--- src/rtl/csr_trap_file.sv ---
// csr_trap_file: machine-mode CSRs, trap/MRET sequencing and interrupt arbitration.
// Define CSR_COUNTERS_EN to build the mcycle/minstret counters.
module csr_trap_file #(
  parameter int          CNT_W     = 64,
  parameter logic [31:0] MTVEC_RST = 32'h0000_0000,
  parameter logic [31:0] MISA_VAL  = 32'h4000_0100
) (
  input  logic        clk,
  input  logic        rst,
  input  logic [1:0]  csr_op,
  input  logic [11:0] csr_addr,
  input  logic [31:0] csr_wdata,
  output logic [31:0] csr_rdata,
  output logic        csr_illegal,
  input  logic        trap_valid,
  input  logic [31:0] trap_cause,
  input  logic [31:0] trap_pc,
  input  logic [31:0] trap_tval,
  input  logic        mret_valid,
  input  logic        instr_retire,
  input  logic        irq_ext,
  input  logic        irq_timer,
  input  logic        irq_sw,
  output logic        irq_pending,
  output logic [31:0] irq_cause,
  output logic        redirect_valid,
  output logic [31:0] redirect_pc,
  output logic [31:0] mstatus_out
);
  logic        r_mie, r_mpie;
  logic [1:0]  r_mpp;
  logic        r_ie_e, r_ie_t, r_ie_s;
  logic        r_mip_e, r_mip_t, r_mip_s;
  logic [31:0] r_mtvec, r_mscratch, r_mepc, r_mcause, r_mtval, r_redir_pc;
  logic        r_redir;
  logic [31:0] w_mstatus, w_mie, w_mip, w_rd, w_new, w_base;
  logic        w_impl, w_ro, w_busy, w_we;
  logic [11:0] w_pend;
  logic [4:0]  w_code;
`ifdef CSR_COUNTERS_EN
  logic [CNT_W-1:0] r_mcycle, r_minstret;
  logic [31:0]      w_cyc_hi, w_ret_hi;
  assign w_cyc_hi = 32'(r_mcycle >> 32);
  assign w_ret_hi = 32'(r_minstret >> 32);
`else
  logic w_unused;
  assign w_unused = instr_retire ^ (CNT_W > 0);
`endif
  assign w_mstatus = {19'b0, r_mpp, 3'b0, r_mpie, 3'b0, r_mie, 3'b0};
  assign w_mie     = {20'b0, r_ie_e, 3'b0, r_ie_t, 3'b0, r_ie_s, 3'b0};
  assign w_mip     = {20'b0, r_mip_e, 3'b0, r_mip_t, 3'b0, r_mip_s, 3'b0};
  assign w_base    = {r_mtvec[31:2], 2'b00};
  always_comb begin
    w_rd   = '0;
    w_impl = 1'b1;
    w_ro   = 1'b0;
    case (csr_addr)
      12'h300: w_rd = w_mstatus;
      12'h301: begin w_rd = MISA_VAL; w_ro = 1'b1; end
      12'h304: w_rd = w_mie;
      12'h305: w_rd = r_mtvec;
      12'h340: w_rd = r_mscratch;
      12'h341: w_rd = r_mepc;
      12'h342: w_rd = r_mcause;
      12'h343: w_rd = r_mtval;
      12'h344: begin w_rd = w_mip; w_ro = 1'b1; end
`ifdef CSR_COUNTERS_EN
      12'hB00: w_rd = r_mcycle[31:0];
      12'hB80: w_rd = w_cyc_hi;
      12'hB02: w_rd = r_minstret[31:0];
      12'hB82: w_rd = w_ret_hi;
`endif
      default: w_impl = 1'b0;
    endcase
  end
  assign w_new = csr_op == 2'b01 ? csr_wdata : csr_op == 2'b10 ? w_rd | csr_wdata : w_rd & ~csr_wdata;
  // Trap and MRET pre-empt the CSR access, so a dropped access never faults.
  assign w_busy      = trap_valid | mret_valid;
  assign csr_illegal = !rst && csr_op != 2'b00 && !w_busy && (!w_impl || (w_ro && w_new != w_rd));
  assign w_we        = csr_op != 2'b00 && !w_busy && w_impl && !w_ro;
  assign csr_rdata   = csr_op != 2'b00 ? w_rd : '0;
  assign w_pend      = w_mip[11:0] & w_mie[11:0];
  assign w_code      = w_pend[11] ? 5'd11 : w_pend[3] ? 5'd3 : w_pend[7] ? 5'd7 : 5'd0;
  assign irq_pending = r_mie & |w_pend;
  assign irq_cause   = {1'b1, 26'b0, w_code};
  assign redirect_valid = r_redir;
  assign redirect_pc    = r_redir_pc;
  assign mstatus_out    = w_mstatus;
  always_ff @(posedge clk or posedge rst)
    if (rst) {r_mip_e, r_mip_t, r_mip_s} <= '0;
    else     {r_mip_e, r_mip_t, r_mip_s} <= {irq_ext, irq_timer, irq_sw};
  always_ff @(posedge clk or posedge rst)
    if (rst) begin
      r_mie      <= 1'b0;
      r_mpie     <= 1'b0;
      r_mpp      <= 2'b11;
      {r_ie_e, r_ie_t, r_ie_s} <= '0;
      r_mtvec    <= MTVEC_RST;
      r_mscratch <= '0;
      r_mepc     <= '0;
      r_mcause   <= '0;
      r_mtval    <= '0;
      r_redir    <= 1'b0;
      r_redir_pc <= '0;
    end else begin
      r_redir <= w_busy;
      if (trap_valid) begin
        r_mepc     <= {trap_pc[31:2], 2'b00};
        r_mcause   <= trap_cause;
        r_mtval    <= trap_tval;
        r_mpie     <= r_mie;
        r_mie      <= 1'b0;
        r_mpp      <= 2'b11;
        r_redir_pc <= r_mtvec[0] && trap_cause[31] ? w_base + {25'b0, trap_cause[4:0], 2'b00} : w_base;
      end else if (mret_valid) begin
        r_mie      <= r_mpie;
        r_mpie     <= 1'b1;
        r_mpp      <= 2'b11;
        r_redir_pc <= r_mepc;
      end else if (w_we)
        case (csr_addr)
          12'h300: begin r_mie <= w_new[3]; r_mpie <= w_new[7]; r_mpp <= w_new[12:11]; end
          12'h304: {r_ie_e, r_ie_t, r_ie_s} <= {w_new[11], w_new[7], w_new[3]};
          12'h305: r_mtvec <= {w_new[31:2], w_new[1] ? 2'b00 : w_new[1:0]};
          12'h340: r_mscratch <= w_new;
          12'h341: r_mepc <= {w_new[31:2], 2'b00};
          12'h342: r_mcause <= w_new;
          12'h343: r_mtval <= w_new;
          default: ;
        endcase
    end
`ifdef CSR_COUNTERS_EN
  // A write to either half replaces that cycle's increment.
  always_ff @(posedge clk or posedge rst)
    if (rst) begin
      r_mcycle   <= '0;
      r_minstret <= '0;
    end else begin
      r_mcycle   <= w_we && csr_addr == 12'hB00 ? {r_mcycle[CNT_W-1:32], w_new} :
                    w_we && csr_addr == 12'hB80 ? {w_new[CNT_W-33:0], r_mcycle[31:0]} :
                    r_mcycle + CNT_W'(1);
      r_minstret <= w_we && csr_addr == 12'hB02 ? {r_minstret[CNT_W-1:32], w_new} :
                    w_we && csr_addr == 12'hB82 ? {w_new[CNT_W-33:0], r_minstret[31:0]} :
                    r_minstret + CNT_W'(instr_retire);
    end
`endif
endmodule

--- config.mk ---
export PLATFORM = sky130hd
export DESIGN_NAME = csr_trap_file
export DESIGN_NICKNAME = d
export VERILOG_FILES = /design/src/rtl/csr_trap_file.sv
export SDC_FILE = /design/constraint.sdc
export NUM_CORES = 1
export LEC_CHECK = 0
export CORE_MARGIN = 5
export CORE_UTILIZATION = 56
export CTS_CLUSTER_SIZE = 28
export DETAILED_ROUTE_END_ITERATION = 10
export GPL_TIMING_DRIVEN = 0
export PLACE_DENSITY = 0.87
export SYNTH_ARGS = -nofsm -noshare
export SYNTH_HDL_FRONTEND = slang
export SYNTH_SLANG_ARGS = --single-unit
--- constraint.sdc ---
create_clock -name clk -period 13.14 [get_ports clk]
set_input_delay 2.628 -clock clk [delete_from_list [all_inputs] [get_ports clk]]
set_output_delay 2.628 -clock clk [all_outputs]
set_load 0.02 [all_outputs]
After elaboration in Yosys (flattened, before gate mapping)
Cells that the tools add are included.
{ "totals": {"register_bits": 203, "in_bits": 150, "output_inout_bits": 131} }
{ "op_classes": {"add_sub_neg": 1, "n_eq_ne": 13, "muxes": 37, "n_bitwise": 8, "reduce_logical": 31} }
{ "op_table": {"columns": ["cell", "n"], "rows": [
  ["$mux 32", 18],
  ["$pmux 32 s9", 1],
  ["$eq 12x10->1 const B", 9],
  ["$add 32x7->32", 1],
  ["$and 32x32->32", 1],
  ["$ne 32x32->1", 1],
  ["$not 32->32", 1],
  ["$or 32x32->32", 1],
  ["$and 12x12->12", 1],
  ["$reduce_and 4->1", 3],
  ["$reduce_bool 2->1", 6],
  ["$reduce_or 12->1", 1],
  ["$mux 1", 11],
  ["$reduce_and 3->1", 3],
  ["$reduce_or 9->1", 1],
  ["$logic_and 1x1->1", 8],
  ["$mux 2", 4],
  ["$mux 3", 2],
  ["$reduce_bool 3->1", 2],
  ["$logic_not 1->1", 4],
  ["$mux 4", 1],
  ["$eq 2x1->1 const B", 1],
  ["$eq 2x2->1 const B", 1],
  ["$ne 2x2->1 const B", 1],
  ["other kinds (6)", 7]
]} }

Logic depth before layout (Yosys ltp)
Gate-level depths: netlist of the first run.
{ "logic_depth": {"word_depth": 9, "ltp_mapped": 11} }

Least setup slack after synthesis of the first run
Ideal clock, no wire load.
{ "synth_path": {"path_kind": "input -> output", "startpoint": "input csr_addr[0]", "endpoint": "output csr_illegal", "arrival_ps": 4944, "required_ps": 10512, "path_slack_ps": 5568, "stages": 10, "path_buffers": 3, "path_cell_list": "buf_2 buf_1 clkbuf_1 mux2i_1 nor2_1 a21oi_1 o22ai_1 o32a_1 a2111oi_0 a31oi_1"} }
{ "synth_via": {"elab_chain_cells": 9} }
{ "synth_rtl": {"columns": ["item", "line_no", "rtl"], "rows": [
  ["start: declaration", "11", "input logic [11:0] csr_addr,"],
  ["$eq 12x10->1", "57", "case (csr_addr)"],
  ["$pmux 32 s9", "57", null],
  ["$and 32x32->32 or $or 32x32->32 (tied branches)", "76", "assign w_new = csr_op == 2'b01 ? csr_wdata : csr_op == 2'b10 ? w_rd | csr_wdata : w_rd & ~csr_wdata;"],
  ["$mux 32 (2 in series)", "76", null],
  ["$ne 32x32->1", "79", "assign csr_illegal = !rst && csr_op != 2'b00 && !w_busy && (!w_impl || (w_ro && w_new != w_rd));"],
  ["$logic_and 1x1->1", "79", null],
  ["$logic_or 1x1->1 (*)", "79", null],
  ["$logic_and 1x1->1 (*)", "79", null],
  ["end: declaration", "14", "output logic csr_illegal,"]
]} }
Every way passes the cells marked *; elsewhere a longest branch is shown, timed or not.

Worst setup path after layout of the first run
Ends and elaborated chain as after synthesis.

==> reports/metrics.yaml, run 1 <==
yosys:
  synth-xor-area-share_pct: 4.69
  synthTopCellsByArea: "dfrtp_1 (38%), nand2_1 (9.2%), mux2i_1 (9.0%), o21ai_0 (5.1%), buf_4 (3.8%)"
  yosysTopAreaCell: "dfrtp_1"
  synthCells: 1516
  ys_ff_latch: 198
  ys.flop_type: "dfrtp_1"
  synth_top_cell_area_share_pct: 37.5
  synth_top_family_by_area: "simple AND/OR/NAND/NOR gates"
  syn_area_um2: 13100
  synth_cell_types: 79
  ys_seq_area_share_pct: 37.9
  synth_adder_area_share_pct: 0.632
  synth.area.mux_share_pct: 12.8
  yosys-top-cells-count: "nand2_1 (321), dfrtp_1 (196), o21ai_0 (132)"
  yosysMostFrequentCell: "nand2_1"
  yosysWarnings: 0
  synth-simple-area-share_pct: 19.4
  synth_edf_count: 0
  syn_avg_cell_area_um2: 8.62
  synth-compound-area-share_pct: 16.7
  async_flop_share_pct: 100
worst_setup_path:
  cp_data_arrival_time_ns: 7.37
  crit_path_end_kind: "output port"
  cp_max_fo: 10
  crit_required_ns: 10.51
  crit_type: "in -> out"
  start_kind: "primary input"
clock_network:
  cts_htree_levels: 4
  cts_root_buf: "clkbuf_16"
  cts_tree: "yes"
  cts_hold_buf: 0
  cts-resized-gates: 0
  cts.sinks: 198
  post_cts_buffers: 0
  clk_latency_ns: 0.46
  cts_inserted_buffers: 17
  clk_pin_slew_worst_paths_ns: 0.08
  clockBufferDepth: 2
timing:
  rsz0062_at_grt: "no"
  hold_viol: 0
  drv_slew: 0
  fin_crit_sh_pct: 76.1
  worst_clock_skew_ns: 0.0150
  relSlewSlack_pct: 17.4
  max_freq_mhz: 100
  min_period_ns: 9.99
  setup_viol: 0
  hold_ws_ns: 0.484
  tns_ns: 0
  tightest_slew_ns: 1.23
worst_hold_path:
  hold_path_class: "reg -> reg"
power:
  power_uw: 1570
  p_leak_uw: 0.00755
  power.density_nw_per_um2: 95.5
  vdd_drop_max_uv: 76.3
drt:
  drc: 0
  avgViaCountPerCell: 6.48
  drt-wirelength-per-cell_um: 27.3
  vias: 13800
  drt_first_pass_iters: 8
  drt-initial-drc-count: 1996
  wl_um: 58300
  ant_nets: 0
run_status:
  status: "finished, final reports clean"
place:
  dp_hpwl_um: 45200
  gp_congestion: 1.07
  io_buffer_count: 212
finish:
  fillers: 1775
  antennaDiodeCount: 0
  num-nets-final: 1961
  drive_gt1_share_pct: 9.52
  syn_to_final_growth_pct: 26.1
global_route:
  grt_overflow: 0
  grt.total_usage_pct: 43.0
  grt_max_degree: 134
  antenna_found_initial: 0
  first_global_vias: 13400
  grt_pass1_wl_um: 84200
die:
  dieHeight_um: 163
  std_cell_rows: 56
  core_um2: 23200
  die-area_um2: 26500
  initial_utilization_pct: 56.3
  die-width_um: 163
  ios: 281
flow_run:
  cap_violations: 0
## layout make-up
type,count,area (um2),area share [%]
clock inverter,14,214,1.30
timing repair buffer,214,2150,13.1
tap,319,399,2.42
clock buffer,17,425,2.58
multi-input combinational,1178,7290,44.3
inverter,34,135,0.820
sequential,198,4960,30.1
buffer,162,901,5.47
## report_power, final
| group | switching (uW) | internal (uW) |
|---|---|---|
| Clock | 288 | 294 |
| Sequential | 30.3 | 642 |
| Combinational | 190 | 129 |
| Total | 508 | 1070 |
## state kept, by name, summed over array words and instances, names as in the netlist
signal and flops:
r_mscratch 32, r_mepc 30, r_mip_s 1, r_mie 1
r_mip_t 1, r_mpie 1, redirect_pc 30, r_mcause 32
r_ie_t 1, r_mtvec 31, r_mpp 2, r_mip_e 1
redirect_valid 1, r_mtval 32, r_ie_e 1, r_ie_s 1
## routing by layer
layer / vias up / global-route usage (%) / share of wire [%]
li1: 5790 / - / -
met1: 6516 / 53.7 / 35
met2: 1252 / 66.4 / 44
met3: 280 / 10.8 / 13
met4: 0 / 28.1 / 8.2
met5: - / 0 / 0
## path summary, 6_finish.rpt
kind                                             from                          end  slack (ns)  cells past startpoint
max                                       csr_addr[0]                  csr_illegal        3.15                     11
min in group asynchronous                         rst            r_mip_t$_DFF_PP0_        2.69                      2
min                        r_mscratch[22]$_DFFE_PP0P_   r_mscratch[22]$_DFFE_PP0P_        0.48                      2
max reg2reg                    r_mtvec[2]$_DFFE_PP0P_  redirect_pc[30]$_DFFE_PP0N_        9.84                     11
max in group asynchronous                         rst      r_mtvec[27]$_DFFE_PP0P_        9.42                      3
min reg2reg                r_mscratch[22]$_DFFE_PP0P_   r_mscratch[22]$_DFFE_PP0P_        0.48                      2
## kinds of logic after synthesis
group           count (synthesis)
simple gates                  555
mux                           144
fa+ha+maj                       6
flops                         198
xor+xnor                       70
buf+inv                       196
compound gates                345
other cells                     2
## layout by cell type (no fill, tap or decap), types with 5 or more instances in the layout
master,instances
xnor2_1,34
nand4_1,15
conb_1,58
ha_1,5
nor4_1,5
o221ai_1,5
mux2_2,10
mux2i_1,117
o22ai_1,12
a22o_1,8
and2_1,11
nand2_1,321
nor2b_1,28
a31oi_1,6
a221oi_1,13
nor2_1,93
buf_4,67
dfrtp_1,196
buf_2,22
inv_1,33
clkdlybuf4s50_1,212
a32oi_1,7
o21ai_0,132
clkbuf_16,17
buf_1,5
nand3_1,19
o21ai_1,12
nor3_1,12
clkinv_8,5
mux4_2,17
a21oi_1,64
a22oi_1,17
a211oi_1,18
xor2_1,36
clkbuf_1,67
a21boi_0,5
nand2b_1,7
and3_1,11
## per-stage QoR
| step | instances | util [%] | area [um2] | setup WS [ns] |
|---|---|---|---|---|
| 2_1_floorplan | 1572 | - | 13300 | 5.12 |
| 3_3_place_gp | 2103 | 68.1 | 15800 | 2.50 |
| 3_5_place_dp | 2104 | 68.3 | 15800 | 3.34 |
| 4_1_cts | 2135 | 71.0 | 16500 | 3.34 |
| 5_1_grt | 2136 | 71.1 | 16500 | 3.15 |
| 6_report | 2136 | 71.1 | 16500 | 3.15 |
## critical path: stages
cell	delay, ns
clkdlybuf4s50_1	0.52
buf_2	0.28
buf_1	0.85
mux4_2	0.44
a32oi_1	0.43
nor2_1	0.21
nor4bb_1	0.60
nand4_1	0.23
a2111oi_2	0.42
a31oi_1	0.18
clkdlybuf4s50_1	0.58
(Power assumes the default switching activity.)
==> run 2: changes to the inputs <==
--- a/config.mk
+++ b/config.mk
@@ -6,11 +6,11 @@
 export NUM_CORES = 1
 export LEC_CHECK = 0
 export CORE_MARGIN = 5
-export CORE_UTILIZATION = 56
+export CORE_UTILIZATION = 47
 export CTS_CLUSTER_SIZE = 28
 export DETAILED_ROUTE_END_ITERATION = 10
 export GPL_TIMING_DRIVEN = 0
-export PLACE_DENSITY = 0.87
+export PLACE_DENSITY = 0.78
 export SYNTH_ARGS = -nofsm -noshare
 export SYNTH_HDL_FRONTEND = slang
 export SYNTH_SLANG_ARGS = --single-unit
==> constraint.sdc (replaced) <==
create_clock -name clk -period 8.5 [get_ports clk]
set_input_delay 1.7 -clock clk [delete_from_list [all_inputs] [get_ports clk]]
set_output_delay 1.7 -clock clk [all_outputs]
set_load 0.02 [all_outputs]
==> reports/metrics.yaml, run 2 (synthesis results as in run 1) <==
die:
  die-width_um: 177
  ios: 281
  initial_utilization_pct: 47.3
  core_um2: 27600
  dieHeight_um: 177
  std_cell_rows: 61
  die-area_um2: 31200
clock_network:
  cts_root_buf: "clkbuf_16"
  cts_hold_buf: 0
  cts_inserted_buffers: 17
  cts_htree_levels: 4
  cts.sinks: 198
  post_cts_buffers: 0
  cts_tree: "yes"
  clockBufferDepth: 2
  clk_pin_slew_worst_paths_ns: 0.08
  cts-resized-gates: 0
  clk_latency_ns: 0.46
worst_setup_path:
  crit_chain: "clkdlybuf4s50_1 > buf_2 > buf_1 > clkbuf_1 > mux2i_1 > nor2_1 > a21oi_1 > o22ai_1 > o32a_1 > a2111oi_0 > a31oi_1 > clkdlybuf4s50_1"
  crit_top_cell: "clkdlybuf4s50_1"
  cp_slowest_cell: "buf_1"
  cp_data_arrival_time_ns: 6.55
  slowest_delay_ns: 0.88
  cp_max_fo: 10
  crit_type: "in -> out"
  crit_path_end_kind: "output port"
  start_kind: "primary input"
  crit_required_ns: 6.80
timing:
  setup_viol: 0
  min_period_ns: 8.25
  tns_ns: 0
  drv_slew: 0
  rsz0062_at_grt: "no"
  hold_viol: 0
  hold_ws_ns: 0.484
  relSlewSlack_pct: 9.01
  fin_crit_sh_pct: 97.1
  tightest_slew_ns: 1.36
  worst_clock_skew_ns: 0.0189
  max_freq_mhz: 121
power:
  p_leak_uw: 0.00754
  comb_power_share_pct: 20.6
  power.switching_uw: 817
  power_switching_share_pct: 33.8
  vdd_drop_max_uv: 114
  seqPwrFrac_pct: 43.0
  power.density_nw_per_um2: 146
  pwr-share-clk_pct: 36.4
  intPower_uw: 1600
finish:
  reg_top3: "r_mcause: 32 flops, r_mscratch: 32 flops, r_mtval: 32 flops"
  drive_gt1_share_pct: 9.52
  fin_cells: 2195
  syn_to_final_growth_pct: 26.5
  final_cell_area_um2: 16500
  final_core_util_pct: 59.8
  num-nets-final: 1960
  fillers: 2541
  antennaDiodeCount: 0
  final_cell_mix: "nand2_1 (321), clkdlybuf4s50_1 (212), dfrtp_1 (196)"
  final_common_cell: "nand2_1"
place:
  placed_cell_area_um2: 15900
  gp_congestion: 1.05
  dp.cells: 2163
  dp_hpwl_um: 48300
  io_buffer_count: 212
drt:
  drt-initial-drc-count: 1548
  drc: 0
  drt-wirelength-per-cell_um: 28.4
  ant_nets: 0
  vias: 13600
  drt_first_pass_iters: 6
  avgViaCountPerCell: 6.18
  wl_um: 62300
global_route:
  grt.total_usage_pct: 39.0
  antenna_found_initial: 0
  grt_overflow: 0
  grt_max_degree: 104
  grt_pass1_wl_um: 88900
  first_global_vias: 13400
run_status:
  status: "finished, final reports clean"
flow_run:
  cap_violations: 0
worst_hold_path:
  hold_path_class: "reg -> reg"
## run 2: cell count changes in the layout (fill, tap and decap cells not counted), sizes merged
cell,previous run,this run
clkinv,7,8
inv,38,41
buf,97,96
bufinv,2,0
clkinvlp,1,0
## run 2: worst paths after layout
check | from | to | slack, ns | depth (start not counted)
max | csr_addr[0] | csr_illegal | 0.25 | 12
min | r_mscratch[0]$_DFFE_PP0P_ | r_mscratch[0]$_DFFE_PP0P_ | 0.48 | 2
max reg2reg | r_mtvec[2]$_DFFE_PP0P_ | redirect_pc[30]$_DFFE_PP0N_ | 5.08 | 11
min reg2reg | r_mscratch[0]$_DFFE_PP0P_ | r_mscratch[0]$_DFFE_PP0P_ | 0.48 | 2
max in group asynchronous | rst | r_mscratch[14]$_DFFE_PP0P_ | 5.71 | 3
min in group asynchronous | rst | r_ie_e$_DFFE_PP0P_ | 1.78 | 2
## run 2: area by class of cell
| class | instances | area (um2) | area share [%] |
|---|---|---|---|
| inverter | 34 | 135 | 0.818 |
| buffer | 162 | 901 | 5.45 |
| multi-input combinational | 1178 | 7290 | 44.1 |
| clock buffer | 17 | 425 | 2.57 |
| clock inverter | 15 | 193 | 1.17 |
| sequential | 198 | 4960 | 30.0 |
| tap | 378 | 473 | 2.86 |
| timing repair buffer | 213 | 2150 | 13.0 |
## run 2: critical path: cells and delay by family
kind                   cells  cell delay [ns]
buffers and inverters      5             2.89
and+or+nand+nor            1             0.06
AOI/OAI and AO/OA          5             1.64
muxes                      1             0.25
## run 2: power by group through the flow
stage               clock [uW]  sequential [uW]  combinational [uW]
floorplan                    0             1050                 257
global placement             0             1050                 477
detailed placement           0             1050                 484
CTS                        877             1040                 486
global route               913             1040                 524
finish                     880             1040                 497
## run 2: stage by stage
step	power, uW	setup slack, ns
5_1_grt	2480	0.232
2_1_floorplan	1300	1.41
3_5_place_dp	1540	0.423
4_1_cts	2400	0.393
3_3_place_gp	1530	-1.44
6_report	2420	0.249
## run 2: routing by layer
layer  wire, um  track usage [%]  up-vias
li1           -                -     5785
met2      27800             61.2      993
met5          0                0        -
met1      23600             49.6     6552
met3       6310             8.50      241
met4       4570             23.4        0
